===== config.mk =====
export PLATFORM = sky130hd
export DESIGN_NAME = ppu_palette_reader
export DESIGN_NICKNAME = d
export VERILOG_FILES = /design/src/rtl/ppu_pkg.sv /design/src/rtl/ppu_pixel_mux.sv /design/src/rtl/ppu_palette_reader.sv
export SDC_FILE = /design/constraint.sdc
export NUM_CORES = 1
export LEC_CHECK = 0
export ABC_CLOCK_PERIOD_IN_PS = 1300
export CORE_MARGIN = 10
export CORE_UTILIZATION = 29
export CTS_CLUSTER_DIAMETER = 80
export CTS_CLUSTER_SIZE = 30
export DETAILED_ROUTE_END_ITERATION = 12
export PLACE_DENSITY = 0.75
export SLEW_MARGIN = 30
export SYNTH_ARGS = -nofsm -noshare
export SYNTH_HDL_FRONTEND = slang
export SYNTH_HIERARCHICAL = 1
export SYNTH_SLANG_ARGS = --single-unit
export TNS_END_PERCENT = 5

===== constraint.sdc =====
create_clock -name clk_i -period 1.3 [get_ports clk_i]
set_input_delay 0.325 -clock clk_i [delete_from_list [all_inputs] [get_ports clk_i]]
set_output_delay 0.325 -clock clk_i [all_outputs]
set_load 0.01 [all_outputs]

===== src/rtl/ppu_pkg.sv =====
// ppu_pkg
// Shared types and constants for the PPU palette read path.
//   PAL_ADDR_W / COLOR_W : palette address and colour index widths
//   BACKDROP_ADDR        : universal background colour entry
//   GRAY_MASK            : keeps only the luma column of a colour index
//   PALETTE_PAGE         : v[13:8] value that points into palette space
//   pixel_t              : {palette[1:0], pattern[1:0]} shifter/sprite pixel
//   addr_src_e           : which source drives the palette address
package ppu_pkg;

  localparam int PAL_ADDR_W = 5;
  localparam int COLOR_W    = 6;

  localparam logic [PAL_ADDR_W-1:0] BACKDROP_ADDR = 5'h00;
  localparam logic [COLOR_W-1:0]    GRAY_MASK     = 6'h30;
  localparam logic [5:0]            PALETTE_PAGE  = 6'h3F;

  typedef struct packed {
    logic [1:0] palette;
    logic [1:0] pattern;
  } pixel_t;

  typedef enum logic [1:0] {
    SRC_BACKDROP,
    SRC_BG,
    SRC_SPR,
    SRC_VRAM
  } addr_src_e;

  // A pixel is transparent whenever its two pattern bits are zero,
  // regardless of which palette it selects.
  function automatic logic isOpaque(input pixel_t px);
    return (px.pattern != 2'b00);
  endfunction

  // Greyscale drops the hue nibble and keeps only the brightness column.
  function automatic logic [COLOR_W-1:0] applyGray(input logic [COLOR_W-1:0] color,
                                                   input logic               gray);
    return gray ? (color & GRAY_MASK) : color;
  endfunction

endpackage


===== src/rtl/ppu_pixel_mux.sv =====
// ppu_pixel_mux
// Combinational background/sprite priority resolver. Decides whether the
// current dot shows the sprite, the background, the backdrop, or (with
// rendering disabled) the palette entry addressed by the v register.
// Ports:
//   dot_x_i            : horizontal position of the current dot
//   rendering_en_i     : show_bg | show_spr
//   show_*_i           : PPUMASK enables, including the left-edge enables
//   bg_pixel_i         : background pixel {attr, pattern}
//   spr_pixel_i        : sprite pixel {palette, pattern}
//   spr_priority_i     : 1 puts the sprite behind an opaque background
//   vram_addr_i        : v register, used for the rendering-off override
//   addr_o             : resolved palette RAM address
//   bg_op_o / spr_op_o : background / sprite opacity after clipping
module ppu_pixel_mux
  import ppu_pkg::*;
#(
  parameter int LEFT_CLIP_W = 8
) (
  input  logic [7:0]            dot_x_i,
  input  logic                  rendering_en_i,
  input  logic                  show_bg_i,
  input  logic                  show_spr_i,
  input  logic                  show_bg_left_i,
  input  logic                  show_spr_left_i,
  input  logic [3:0]            bg_pixel_i,
  input  logic [3:0]            spr_pixel_i,
  input  logic                  spr_priority_i,
  input  logic [13:0]           vram_addr_i,
  output logic [PAL_ADDR_W-1:0] addr_o,
  output logic                  bg_op_o,
  output logic                  spr_op_o
);

  // Nine bits so a clip window of the full 256-dot line is representable.
  localparam logic [8:0] CLIP_LIMIT = 9'(LEFT_CLIP_W);

  logic      clip;
  pixel_t    bgPx;
  pixel_t    sprPx;
  addr_src_e src;

  // v[7:5] never matter: palette space is only 32 entries deep.
  logic [2:0] unusedVramBits;
  assign unusedVramBits = vram_addr_i[7:5];

  assign bgPx  = pixel_t'(bg_pixel_i);
  assign sprPx = pixel_t'(spr_pixel_i);

  // Left-edge clip window, zero-extended so the compare is unsigned.
  assign clip = ({1'b0, dot_x_i} < CLIP_LIMIT);

  // A layer only counts as opaque when it is enabled, has a non-zero
  // pattern, and is not hidden by the left-edge clip.
  assign bg_op_o  = show_bg_i  & isOpaque(bgPx)  & (~clip | show_bg_left_i);
  assign spr_op_o = show_spr_i & isOpaque(sprPx) & (~clip | show_spr_left_i);

  // Source selection. A front sprite always wins; a back sprite only wins
  // when the background is transparent. With rendering off, the v register
  // may point straight into palette space and override the backdrop.
  always_comb begin
    src = SRC_BACKDROP;
    if (rendering_en_i) begin
      if (spr_op_o & (~spr_priority_i | ~bg_op_o)) begin
        src = SRC_SPR;
      end else if (bg_op_o) begin
        src = SRC_BG;
      end
    end else if (vram_addr_i[13:8] == PALETTE_PAGE) begin
      src = SRC_VRAM;
    end
  end

  // Address formation: bit 4 selects the sprite half of palette RAM.
  always_comb begin
    addr_o = BACKDROP_ADDR;
    case (src)
      SRC_SPR:  addr_o = {1'b1, sprPx};
      SRC_BG:   addr_o = {1'b0, bgPx};
      SRC_VRAM: addr_o = vram_addr_i[4:0];
      default:  addr_o = BACKDROP_ADDR;
    endcase
  end

endmodule


===== src/rtl/ppu_palette_reader.sv =====
// ppu_palette_reader
// Render-side palette reader. Each enabled dot it resolves priority, issues
// a palette RAM address, captures the colour one dot later, applies
// greyscale/emphasis and presents the result to the video encoder. It also
// keeps the sticky sprite-0 hit flag.
// Optional feature macro: PPU_PALETTE_EMPHASIS_EN (pipelined emphasis bits;
// when undefined emph_out_o is constant zero).
// Ports:
//   clk_i, reset_i     : PPU clock, synchronous active-high reset
//   ce_i               : dot enable, all state holds when low
//   pixel_valid_i      : current dot is a visible pixel
//   dot_x_i            : horizontal position 0..255
//   rendering_en_i     : show_bg | show_spr
//   show_*_i           : PPUMASK layer and left-edge enables
//   grayscale_i        : PPUMASK greyscale
//   emphasis_i         : PPUMASK emphasis bits
//   bg_pixel_i         : background pixel {attr, pattern}
//   spr_pixel_i        : sprite pixel {palette, pattern}
//   spr_priority_i     : sprite behind background
//   spr_is0_i          : sprite pixel comes from OAM entry 0
//   vram_addr_i        : v register for the rendering-off override
//   pal_addr_o         : palette RAM read address (registered)
//   pal_data_i         : palette RAM async read data
//   color_out_o        : final colour index
//   emph_out_o         : emphasis aligned with color_out_o
//   color_valid_o      : color_out_o belongs to a visible dot
//   spr0_hit_clr_i     : clear pulse for the hit flag
//   spr0_hit_o         : sticky sprite-0 hit
module ppu_palette_reader
  import ppu_pkg::*;
#(
  parameter int LEFT_CLIP_W = 8
) (
  input  logic                  clk_i,
  input  logic                  reset_i,
  input  logic                  ce_i,
  input  logic                  pixel_valid_i,
  input  logic [7:0]            dot_x_i,
  input  logic                  rendering_en_i,
  input  logic                  show_bg_i,
  input  logic                  show_spr_i,
  input  logic                  show_bg_left_i,
  input  logic                  show_spr_left_i,
  input  logic                  grayscale_i,
  input  logic [2:0]            emphasis_i,
  input  logic [3:0]            bg_pixel_i,
  input  logic [3:0]            spr_pixel_i,
  input  logic                  spr_priority_i,
  input  logic                  spr_is0_i,
  input  logic [13:0]           vram_addr_i,
  output logic [PAL_ADDR_W-1:0] pal_addr_o,
  input  logic [COLOR_W-1:0]    pal_data_i,
  output logic [COLOR_W-1:0]    color_out_o,
  output logic [2:0]            emph_out_o,
  output logic                  color_valid_o,
  input  logic                  spr0_hit_clr_i,
  output logic                  spr0_hit_o
);

  logic [PAL_ADDR_W-1:0] muxAddr;
  logic                  bgOp;
  logic                  sprOp;
  logic                  hitEvent;

  logic [PAL_ADDR_W-1:0] palAddr_q, palAddr_d;
  logic                  valid1_q, valid1_d;
  logic                  gray1_q, gray1_d;
  logic [COLOR_W-1:0]    color_q, color_d;
  logic                  colorValid_q, colorValid_d;
  logic                  hit_q, hit_d;

  ppu_pixel_mux #(
    .LEFT_CLIP_W(LEFT_CLIP_W)
  ) u_mux (
    .dot_x_i         (dot_x_i),
    .rendering_en_i  (rendering_en_i),
    .show_bg_i       (show_bg_i),
    .show_spr_i      (show_spr_i),
    .show_bg_left_i  (show_bg_left_i),
    .show_spr_left_i (show_spr_left_i),
    .bg_pixel_i      (bg_pixel_i),
    .spr_pixel_i     (spr_pixel_i),
    .spr_priority_i  (spr_priority_i),
    .vram_addr_i     (vram_addr_i),
    .addr_o          (muxAddr),
    .bg_op_o         (bgOp),
    .spr_op_o        (sprOp)
  );

  // Pipeline next-state. Stage 1 latches the address and side info every
  // enabled dot, blank dots included, so pal_addr_o keeps tracking the
  // v register while rendering is off. Stage 2 only updates the colour
  // for visible dots so the encoder sees the last real pixel during blanking.
  // The palette RAM is read at stage 2, so a CPU write that lands by the
  // stage-1 cycle is already reflected here.
  always_comb begin
    palAddr_d    = palAddr_q;
    valid1_d     = valid1_q;
    gray1_d      = gray1_q;
    color_d      = color_q;
    colorValid_d = colorValid_q;
    if (ce_i) begin
      palAddr_d    = muxAddr;
      valid1_d     = pixel_valid_i;
      gray1_d      = grayscale_i;
      colorValid_d = valid1_q;
      if (valid1_q) begin
        color_d = applyGray(pal_data_i, gray1_q);
      end
    end
  end

  // Pipeline registers. Reset flushes both stages so nothing stale is
  // marked valid after a mid-line reset.
  always_ff @(posedge clk_i) begin
    if (reset_i) begin
      palAddr_q    <= BACKDROP_ADDR;
      valid1_q     <= 1'b0;
      gray1_q      <= 1'b0;
      color_q      <= '0;
      colorValid_q <= 1'b0;
    end else begin
      palAddr_q    <= palAddr_d;
      valid1_q     <= valid1_d;
      gray1_q      <= gray1_d;
      color_q      <= color_d;
      colorValid_q <= colorValid_d;
    end
  end

  // A hit needs both layers opaque on a visible, rendering dot from OAM
  // entry 0. Sprite priority is irrelevant, and the last column never hits.
  assign hitEvent = ce_i & pixel_valid_i & rendering_en_i & bgOp & sprOp &
                    spr_is0_i & (dot_x_i != 8'd255);

  // Sticky hit flag. The clear pulse is honoured even on disabled dots and
  // beats a simultaneous set.
  always_comb begin
    hit_d = hit_q;
    if (spr0_hit_clr_i) begin
      hit_d = 1'b0;
    end else if (hitEvent) begin
      hit_d = 1'b1;
    end
  end

  // Hit flag register.
  always_ff @(posedge clk_i) begin
    if (reset_i) begin
      hit_q <= 1'b0;
    end else begin
      hit_q <= hit_d;
    end
  end

`ifdef PPU_PALETTE_EMPHASIS_EN
  logic [2:0] emph1_q, emph1_d;
  logic [2:0] emphOut_q, emphOut_d;

  // Emphasis follows the colour through both stages so the encoder sees
  // the tint that was active when the dot was resolved.
  always_comb begin
    emph1_d   = emph1_q;
    emphOut_d = emphOut_q;
    if (ce_i) begin
      emph1_d = emphasis_i;
      if (valid1_q) begin
        emphOut_d = emph1_q;
      end
    end
  end

  // Emphasis pipeline registers.
  always_ff @(posedge clk_i) begin
    if (reset_i) begin
      emph1_q   <= '0;
      emphOut_q <= '0;
    end else begin
      emph1_q   <= emph1_d;
      emphOut_q <= emphOut_d;
    end
  end

  assign emph_out_o = emphOut_q;
`else
  // Emphasis disabled: the input is intentionally ignored.
  logic [2:0] unusedEmphasis;
  assign unusedEmphasis = emphasis_i;
  assign emph_out_o     = 3'b000;
`endif

  assign pal_addr_o    = palAddr_q;
  assign color_out_o   = color_q;
  assign color_valid_o = colorValid_q;
  assign spr0_hit_o    = hit_q;

endmodule


==> flow_summary_export.csv <==
group,metric,value,unit
synth,synth.area.mux_share,8.22,%
cts,cts_buffers,3,
global_routing,met2_usage,18.8,%
placement,dp_cells,194,
setup_path,criticalPathCategory,"in -> reg",
global_routing,met1_usage,10.1,%
placement,placed_area,0.00150,mm²
pwr,intPower,0.775,mW
cts,cts_buffer_depth,2,
cells_and_area,drive_gt1_share,21.9,%
cells_and_area,fill_cells,271,
floorplan,std_cell_rows,19,
min_path,holdPathStages,2,
pwr,pwr-share-comb,29.2,%
setup_path,cp_top_family,"compound AO/OA/AOI/OAI gates",
floorplan,die_area,0.00551,mm²
synth,synth_top_area_share,35.2,%
synth,synthFlopType,"dfxtp_1",
synth,async_reset_ff_share,0,%
setup_path,cp-start-kind,"primary input",
cells_and_area,stdcell_area,0.00157,mm²
placement,gp_congestion,0.878,
cells_and_area,antenna_cells,0,
sta,max_freq,755,MHz
routing,drt_iter0_drc,30,
synth,synth_top_family_by_area,"simple AND/OR/NAND/NOR gates",
routing,num_vias,960,
cells_and_area,area_growth,84.6,%
pwr,powerDensity,658,mW/mm²
placement,dp_hpwl,2460,µm
synth,synthSimpleGateAreaFrac,28.8,%
setup_path,r2r_slack,0.38,ns
pwr,p_switching,0.260,mW
setup_path,cp.required,1.47,ns
floorplan,die-width,74.2,µm
routing,routedWlPerCell,15.1,µm
pwr,peakVddDrop,0.000539,V
cts,cts_root_buffer,"clkbuf_4",
cts,clk_pin_slew,0.08,ns
setup_path,cp_num_buf_inv,1,
synth,synth_area_per_cell,8.35,µm²
global_routing,grt_antenna_before_repair,0,
setup_path,critPathCaptureType,"register",
cts,holdBufCountCts,0,
pwr,p_leak,0.729,nW
min_path,hp-start,"color_out_o[2]",
synth,netlist_area,852,µm²
min_path,min_to,"color_out_o[2]",
pwr,total_power,1.03,mW
floorplan,floorplan.initialDensity,30.6,%
setup_path,crit_slowest_cell,"a211o_4",
cts,cts_tree,"done",
synth,synth_compound_area_share,17.8,%
global_routing,grt_pass1_vias,1057,
sta,period_share,102,%
sta,period_needed,1.32,ns
sta,setup_viol,1,
cts,clkSinkCount,15,
setup_path,critical_path.cell_chain,"dlygate4sd2_1, nor2_2, a211o_4, a32oi_1, o31ai_1, mux2i_1, nor2_1",
outcome,violations,"setup timing",
floorplan,die_h,74.2,µm
global_routing,grt_max_degree,13,
setup_path,r2r_start,"valid1_q",
synth,syn_inst,102,
setup_path,arrival,1.49,ns
routing,wirelength,3030,µm
cts,h-tree-depth,1,
sta,fin_ws,-0.0240,ns
min_path,worstHoldPathType,"reg -> reg",
setup_path,worstReg2RegEnd,"color_out_o[1]",
cts,clk_latency,0.27,ns
floorplan,design.core.area,0.00278,mm²
synth,synth_seq_cells,15,
outcome,status,"finished with violations",
routing,drc,0,
pwr,power.share.switching,25.1,%
routing,firstDrtPassIters,3,
routing,vias_per_cell,4.80,
synth,synth_xor_area_share,0,%
synth,synth_fa_ha_area_share,0,%
synth,yosysSeqAreaShare,35.2,%
synth,ys_types,28,
synth,yosys_warnings,6,
synth,synth_largest_area_cell,"dfxtp_1",
pwr,seqPwrFrac,47.0,%
synth,synth_edf_count,0,
global_routing,busiest_layer,"met2",
sta,skew,0.000802,ns
sta,drv_slew,0,
synth,synthTopCellsByArea,"dfxtp_1, mux2i_1, nand2_1, a21oi_1, nand4b_1",
sta,timing.hold.ws,0.456,ns
global_routing,grt-ovfl-total,0,
sta,rsz0062_at_grt,"yes",
job,drv_cap,0,
setup_path,slowest_delay,0.35,ns
cells_and_area,nNetsFinal,222,
setup_path,worstRegToRegCells,3,
sta,tns,-0.0240,ns
global_routing,grt_use_met3,4.12,%
pwr,p_clk_share,23.8,%
setup_path,worst-path-max-fanout,3,
global_routing,grt_pass1_wl,4650,µm
cells_and_area,final_cells,200,
placement,io_buffers,58,
sta,hold_viol_final,0,
floorplan,ioPinCount,68,
global_routing,grt_usage,10.0,%
routing,postRouteAntennaNets,0,
[power groups by stage]
stage / Sequential [mW] / Clock [mW] / Combinational (mW)
floorplan: 0.498 / 0 / 0.106
global placement: 0.497 / 0 / 0.295
detailed placement: 0.497 / 0 / 0.299
CTS: 0.486 / 0.256 / 0.287
global route: 0.488 / 0.274 / 0.327
finish: 0.486 / 0.247 / 0.302
[placed cells by master, fill, tap and decap left out, drive strengths merged, types with 7 or more instances in the layout]
cell type	n
clkbuf	8
nand2	16
buf	14
mux2i	7
a21oi	9
dlygate4sd2	18
clkdlybuf4s50	27
inv	7
nor2	10
dfxtp	15
[synthesized netlist by cell type, types with 3 or more instances]
| cell type | number |
|---|---|
| dfxtp_1 | 15 |
| nand2_1 | 15 |
| nor2_1 | 10 |
| a21oi_1 | 9 |
| inv_1 | 7 |
| mux2i_1 | 7 |
| nand4b_1 | 5 |
| nand3_1 | 4 |
| buf_4 | 3 |
[metal layers]
metal	vias up	share of wire [%]
li1	491	-
met1	432	38
met2	37	52
met3	0	9.9
met4	0	0
met5	-	0
[per-stage QoR]
step / setup slack, ns / util, %
6_report: -0.0240 / 56.5
5_1_grt: -0.0758 / 56.5
4_1_cts: -0.101 / 55.1
3_5_place_dp: -0.688 / 54.0
3_3_place_gp: -0.649 / 54.0
2_1_floorplan: -0.0825 / -
[layout make-up]
type,count,area (µm²),area share [%]
inverter,7,26.3,1.67
tap,31,38.8,2.47
sequential,15,300,19.1
timing repair buffer,68,632,40.2
multi-input combinational,75,549,34.9
clock buffer,4,26.3,1.67
[flip-flops by register name, indices dropped and copies added (netlist names)]
register and count:
color_out_o 6, valid1_q 1, color_valid_o 1, gray1_q 1, pal_addr_o 5, spr0_hit_o 1
[worst register-to-register path, cell delays in order (launching register included)]
cell	delay [ns]
dfxtp_1	0.49
nand2_2	0.16
nand2_1	0.10
a21oi_1	0.07
[worst max-delay path by stage]
| stage | start | end | slack [ns] | cells after the start |
|---|---|---|---|---|
| CTS | rendering_en_i | pal_addr_o[0] | -0.10 | 7 |
| global route | show_bg_i | spr0_hit_o | -0.08 | 6 |
| floorplan | dot_x_i[5] | pal_addr_o[2] | -0.08 | 6 |
| detailed placement | dot_x_i[5] | pal_addr_o[2] | -0.69 | 7 |
| global placement | dot_x_i[5] | pal_addr_o[1] | -0.65 | 7 |
| finish | show_spr_left_i | pal_addr_o[0] | -0.02 | 7 |
[what timing repair did]
action                     CTS  global route
setup endpoints to repair   19             6
buffers inserted             2             0
pin swaps                    7             9
gates resized for setup     41            33
gates cloned                 0             0
[kinds of logic after synthesis]
kind of cell,after synthesis
AO/OA/AOI/OAI,22
buffers and inverters,14
flip-flops,15
multiplexers,7
other,1
AND/OR/NAND/NOR,43
(Power assumes the default switching activity.)
